`config.mk`:
```
export PLATFORM = sky130hd
export DESIGN_NAME = fifo_bit_packer
export DESIGN_NICKNAME = d
export VERILOG_FILES = /design/src/rtl/packer_pkg.sv /design/src/rtl/packer_shift_reg.sv /design/src/rtl/fifo_bit_packer.sv
export SDC_FILE = /design/constraint.sdc
export NUM_CORES = 1
export LEC_CHECK = 0
export BUFFER_PORTS_ARGS = -buffer_cell sky130_fd_sc_hd__clkbuf_2
export CAP_MARGIN = 20
export CORE_MARGIN = 3
export CORE_UTILIZATION = 40
export CTS_BUF_LIST = sky130_fd_sc_hd__clkbuf_4
export CTS_CLUSTER_DIAMETER = 60
export DETAILED_ROUTE_END_ITERATION = 10
export MAX_ROUTING_LAYER = met4
export RECOVER_POWER = 25
export SLEW_MARGIN = 20
export SYNTH_ARGS = -nofsm -noshare
export SYNTH_HDL_FRONTEND = slang
export SYNTH_SLANG_ARGS = --single-unit
```
`constraint.sdc`:
```
create_clock -name CLK -period 1.3 [get_ports CLK]
set_input_delay 0.13 -clock CLK [delete_from_list [all_inputs] [get_ports CLK]]
set_output_delay 0.13 -clock CLK [all_outputs]
set_load 0.01 [all_outputs]
```
`src/rtl/packer_pkg.sv`:
```
// Shared constants and FSM encoding for the 1-bit FIFO word packer.
package packer_pkg;

  typedef enum logic {
    FILL = 1'b0,
    HOLD = 1'b1
  } pack_state_e;

  localparam int DEF_WIDTH = 8;
  localparam int DEF_CNT_W = 16;

endpackage

```
`src/rtl/packer_shift_reg.sv`:
```
// LSB-first indexed bit loader: writes bit_in at the current index and advances it.
// `word` reflects the register including the bit being loaded this cycle.
module packer_shift_reg #(
  parameter int WIDTH = 8
) (
  input  logic             clk,
  input  logic             rst_n,
  input  logic             load,
  input  logic             clear,
  input  logic             bit_in,
  output logic [WIDTH-1:0] word,
  output logic             last_bit
);

  localparam int IDX_W = $clog2(WIDTH);

  logic [WIDTH-1:0] sreg_q, sreg_d;
  logic [IDX_W-1:0] idx_q, idx_d;

  assign last_bit = (idx_q == IDX_W'(WIDTH - 1));

  always_comb begin
    sreg_d = sreg_q;
    idx_d  = idx_q;
    if (clear) begin
      sreg_d = '0;
      idx_d  = '0;
    end else if (load) begin
      sreg_d[idx_q] = bit_in;
      idx_d         = last_bit ? '0 : idx_q + IDX_W'(1);
    end
  end

  // Top captures this on the final pop, so it must already hold the incoming bit.
  assign word = sreg_d;

  always_ff @(posedge clk or negedge rst_n) begin
    if (!rst_n) begin
      sreg_q <= '0;
      idx_q  <= '0;
    end else begin
      sreg_q <= sreg_d;
      idx_q  <= idx_d;
    end
  end

endmodule

```
`src/rtl/fifo_bit_packer.sv`:
```
// Pops bits from a 1-bit FIFO, packs WIDTH of them LSB-first, presents the word on valid/ready.
// Optional WORD_PAR output (XOR of WORD_OUT) enabled by defining PACKER_PARITY_EN.
module fifo_bit_packer
  import packer_pkg::*;
#(
  parameter int WIDTH = DEF_WIDTH,
  parameter int CNT_W = DEF_CNT_W
) (
  input  logic             CLK,
  input  logic             RST,
  input  logic             FIFO_DATA,
  input  logic             FIFO_EMPTY_N,
  output logic             FIFO_DEQ,
  input  logic             CLR,
  output logic [WIDTH-1:0] WORD_OUT,
  output logic             WORD_VALID,
  input  logic             WORD_READY,
`ifdef PACKER_PARITY_EN
  output logic             WORD_PAR,
`endif
  output logic [CNT_W-1:0] WORD_CNT
);

  pack_state_e      state_q, state_d;
  logic [WIDTH-1:0] word_q, word_d;
  logic             valid_q, valid_d;
  logic [CNT_W-1:0] cnt_q, cnt_d;
  logic [WIDTH-1:0] sr_word;
  logic             sr_last;
  logic             deq;
`ifdef PACKER_PARITY_EN
  logic             par_q, par_d;
`endif

  // Gated by RST so no pop is requested while the block is held in reset.
  assign deq = RST & (state_q == FILL) & FIFO_EMPTY_N & ~CLR;

  packer_shift_reg #(.WIDTH(WIDTH)) u_sreg (
    .clk      (CLK),
    .rst_n    (RST),
    .load     (deq),
    .clear    (CLR),
    .bit_in   (FIFO_DATA),
    .word     (sr_word),
    .last_bit (sr_last)
  );

  always_comb begin
    state_d = state_q;
    word_d  = word_q;
    valid_d = valid_q;
    cnt_d   = cnt_q;
`ifdef PACKER_PARITY_EN
    par_d   = par_q;
`endif
    if (CLR) begin
      // A word handed over in the CLR cycle is dropped and not counted.
      state_d = FILL;
      valid_d = 1'b0;
`ifdef PACKER_PARITY_EN
      par_d   = 1'b0;
`endif
    end else begin
      case (state_q)
        FILL: begin
          if (deq && sr_last) begin
            word_d  = sr_word;
            valid_d = 1'b1;
            state_d = HOLD;
`ifdef PACKER_PARITY_EN
            par_d   = ^sr_word;
`endif
          end
        end
        HOLD: begin
          if (valid_q && WORD_READY) begin
            valid_d = 1'b0;
            cnt_d   = cnt_q + CNT_W'(1);
            state_d = FILL;
          end
        end
        default: state_d = FILL;
      endcase
    end
  end

  always_ff @(posedge CLK or negedge RST) begin
    if (!RST) begin
      state_q <= FILL;
      word_q  <= '0;
      valid_q <= 1'b0;
      cnt_q   <= '0;
`ifdef PACKER_PARITY_EN
      par_q   <= 1'b0;
`endif
    end else begin
      state_q <= state_d;
      word_q  <= word_d;
      valid_q <= valid_d;
      cnt_q   <= cnt_d;
`ifdef PACKER_PARITY_EN
      par_q   <= par_d;
`endif
    end
  end

  assign FIFO_DEQ   = deq;
  assign WORD_OUT   = word_q;
  assign WORD_VALID = valid_q;
  assign WORD_CNT   = cnt_q;
`ifdef PACKER_PARITY_EN
  assign WORD_PAR   = par_q;
`endif

endmodule
```
==> reports/metrics.cfg <==
[status]
run_status = finished, violations left
violations = setup timing

[synthesis]
synth.distinct_cells = 33
synthArstFlopShare_pct = 100.0
synth_enable_flop_cells = 0
synth_nets = 181
synthTopCellsByCount = dfrtp_1 (37), nand2_1 (18), nor2_1 (17)
yosysMostFrequentCell = dfrtp_1
yosys.area.top_type = dfrtp_1
ys_seq_area_share_pct = 50.51
syn_avg_cell_area_sq_um = 10.66
ys_warn_count = 0
ys_seq_elements = 37
synth_top_area_share_pct = 50.51
netlist_instances = 172
synthTopCellsByArea = dfrtp_1 (51%), mux2i_1 (7.1%), nand2_1 (3.7%)
syn_area_sq_mm = 0.001833
synthFlopType = dfrtp_1

[job]
maxCapViolations = 0

[floorplan]
core_area_sq_mm = 0.004202
dieArea_sq_mm = 0.005431
die_w_um = 73.70
die_h_um = 73.70
io-pin-count = 32
start_util_pct = 43.63
num_rows = 23

[sta]
worstMarginPinSlew_ns = 0.7366
maxSlewHeadroom_pct = 50.89
max_clock_freq_mhz = 693.5
finalSetupViolCount = 27
min_period_over_period_pct = 110.9
hold_violations = 0
setup_ws_ns = -0.1419
fin_skew_ns = 0.008136
maxSlewViolCount = 0
min_period_ns = 1.442
rsz0062_at_grt = true

[cts]
clk_path_buf_depth = 2
cts_tree = yes
cts_max_level = 2
insertion_delay_ns = 0.34
cts_buffers = 5
clk_pin_slew_ns = 0.10
cts_root_buf = clkbuf_4
cts_sinks = 37

[setup_path]
cp_data_required_time_ns = 1.54
worst_path_most_repeated_cell = ha_2
criticalPathCategory = register to register
path_cells = ha_2, ha_2, and2_1, buf_4, a31o_2
cp_max_fo = 3
endpoint_kind = register
slowest_delay_ns = 0.44
cp_slowest_cell = dfrtp_1
startpoint_type = register
crit_arrival_ns = 1.68
rrSetupSlack_ns = -0.14

[detailed_routing]
finalWirelength_um = 4235
drcViolationCount = 0
wl_per_cell_um = 14.45
vias = 1504
drtIter0Drc = 82
drt_pass1_iterations = 4
viasPerCell = 5.133
final_antenna_net_count = 0

[pwr]
p_leak_nw = 1.336
power_density_mw_per_mm2 = 757.0
vdd_drop_max_mv = 0.5360
p_sw_uw = 472.5
p_seq_share_pct = 61.1
pwr-share-clk_pct = 31.0
p_sw_share_pct = 24.93
combPwrFrac_pct = 7.9
p_int_mw = 1.423

[placed_design]
gp_congestion = 0.8379
dp_slack_ns = -0.09486
hpwl_um = 2992
place.port_buffers = 31

[global_route]
use_met2_pct = 27.95
grtUsageTotal_pct = 17.54
met1_usage_pct = 21.72
antenna_found_initial = 0
grt_overflow = 0
grt_pass1_wl_um = 7120
grt_pass1_vias = 1519
met3_usage_pct = 4.514
grt_max_degree = 30
grt.busiest_layer = met2

[cells_and_area]
drive_above_1_share_pct = 44.03
area_delta_synth_final_pct = 36.59
antenna_cells = 0
fin_util_pct = 59.59
nets = 251

[min_path]
worstHoldPathType = primary input to register

## final timing paths
path                       depth (start not counted)      endpoint            start
setup / recovery                                   5    WORD_VALID  u_sreg.idx_q[0]
hold / removal                                     3       state_q       WORD_READY
setup reg to reg                                   5    WORD_VALID  u_sreg.idx_q[0]
hold reg to reg                                    1  WORD_CNT[15]     WORD_CNT[15]
max in group asynchronous                          3   WORD_CNT[7]              RST
min in group asynchronous                          3   WORD_CNT[5]              RST
## worst max-delay path: cells and delay by family (launching register included)
kind	cells	cell delay, ns
flip-flops	1	0.44
AND/OR/NAND/NOR	1	0.18
adder cells (fa/ha/maj)	2	0.37
buffers and inverters	1	0.15
AO/OA/AOI/OAI	1	0.21
## cell usage in the layout, fill, tap and decap left out, types with 2 or more instances in the layout
cell,n
a21oi_1,12
a31o_2,2
and2_1,2
and3_1,2
and4_1,2
buf_4,31
buf_6,10
clkbuf_2,31
clkbuf_4,5
clkinv_2,2
dfrtp_1,35
dfrtp_2,2
ha_2,2
inv_1,2
mux2i_1,13
nand2_1,17
nand3_1,8
nand4_1,4
nand4_4,3
nor2_1,17
nor2b_1,2
nor3_2,5
xnor2_1,7
xnor2_2,2
xor2_1,6
## power groups by stage
| stage | clock network (mW) | logic (mW) | registers (mW) |
|---|---|---|---|
| 2_1_floorplan | 0 | 0.0520 | 1.18 |
| 3_3_place_gp | 0 | 0.121 | 1.18 |
| 3_5_place_dp | 0 | 0.125 | 1.18 |
| 4_1_cts | 0.615 | 0.139 | 1.16 |
| 5_1_grt | 0.662 | 0.168 | 1.16 |
| 6_report | 0.587 | 0.149 | 1.16 |
## kinds of logic (layout without fill, tap and decap cells)
kind of cell             Yosys count  after routing  synth area share (%)
AND/OR/NAND/NOR                   74             74                 22.93
flip-flops                        37             37                 50.51
AO/OA/AOI/OAI                     16             16                 4.983
XOR/XNOR                          15             15                 7.986
multiplexers                      14             14                 7.713
buffers and inverters             13             84                 3.822
adder cells (fa/ha/maj)            3              3                 2.048
## final cells by class
class	instances	area [sq um]
clock buffers	5	37.54
clock inverters	3	17.52
fillers	355	1698
inverters	2	7.507
multi-input cells	122	935.9
flip-flops and latches	37	928.4
well taps	50	62.56
repair buffers	74	514.2
## timing repair
action | CTS | global route
gates resized for setup | 12 | 13
setup buffers | 4 | 3
cloned | 0 | 0
hold endpoints to repair | 37 | 0
setup endpoints to repair | 26 | 33
pin swaps | 14 | 10
hold buffers | 1 | 0
## sequential cells by signal, summed over array words and instances (netlist names)
| signal | cells |
|---|---|
| WORD_CNT | 16 |
| WORD_VALID | 1 |
| state_q | 1 |
| WORD_OUT | 8 |
| u_sreg.idx_q | 3 |
| u_sreg.sreg_q | 8 |
## stage by stage
stage	area, sq um	power [mW]	std cells	setup TNS [ns]	hold slack (ns)
floorplan	1884	1.231	172	-0.5106	-0.1656
global placement	2286	1.300	277	-0.3642	0.1202
detailed placement	2286	1.306	277	-1.229	0.1120
CTS	2426	1.913	290	-1.950	0.09275
global route	2504	1.989	293	-4.571	0.1036
finish	2504	1.895	293	-2.130	0.1118
## per-layer routing
layer	wire length, um	vias to the layer above	share of wire (%)
met2	2102	31	50
met5	0	-	0
met4	50	0	1.2
li1	-	732	-
met3	163	6	3.8
met1	1919	735	45
No activity file was read; power rests on OpenSTA's default activity.
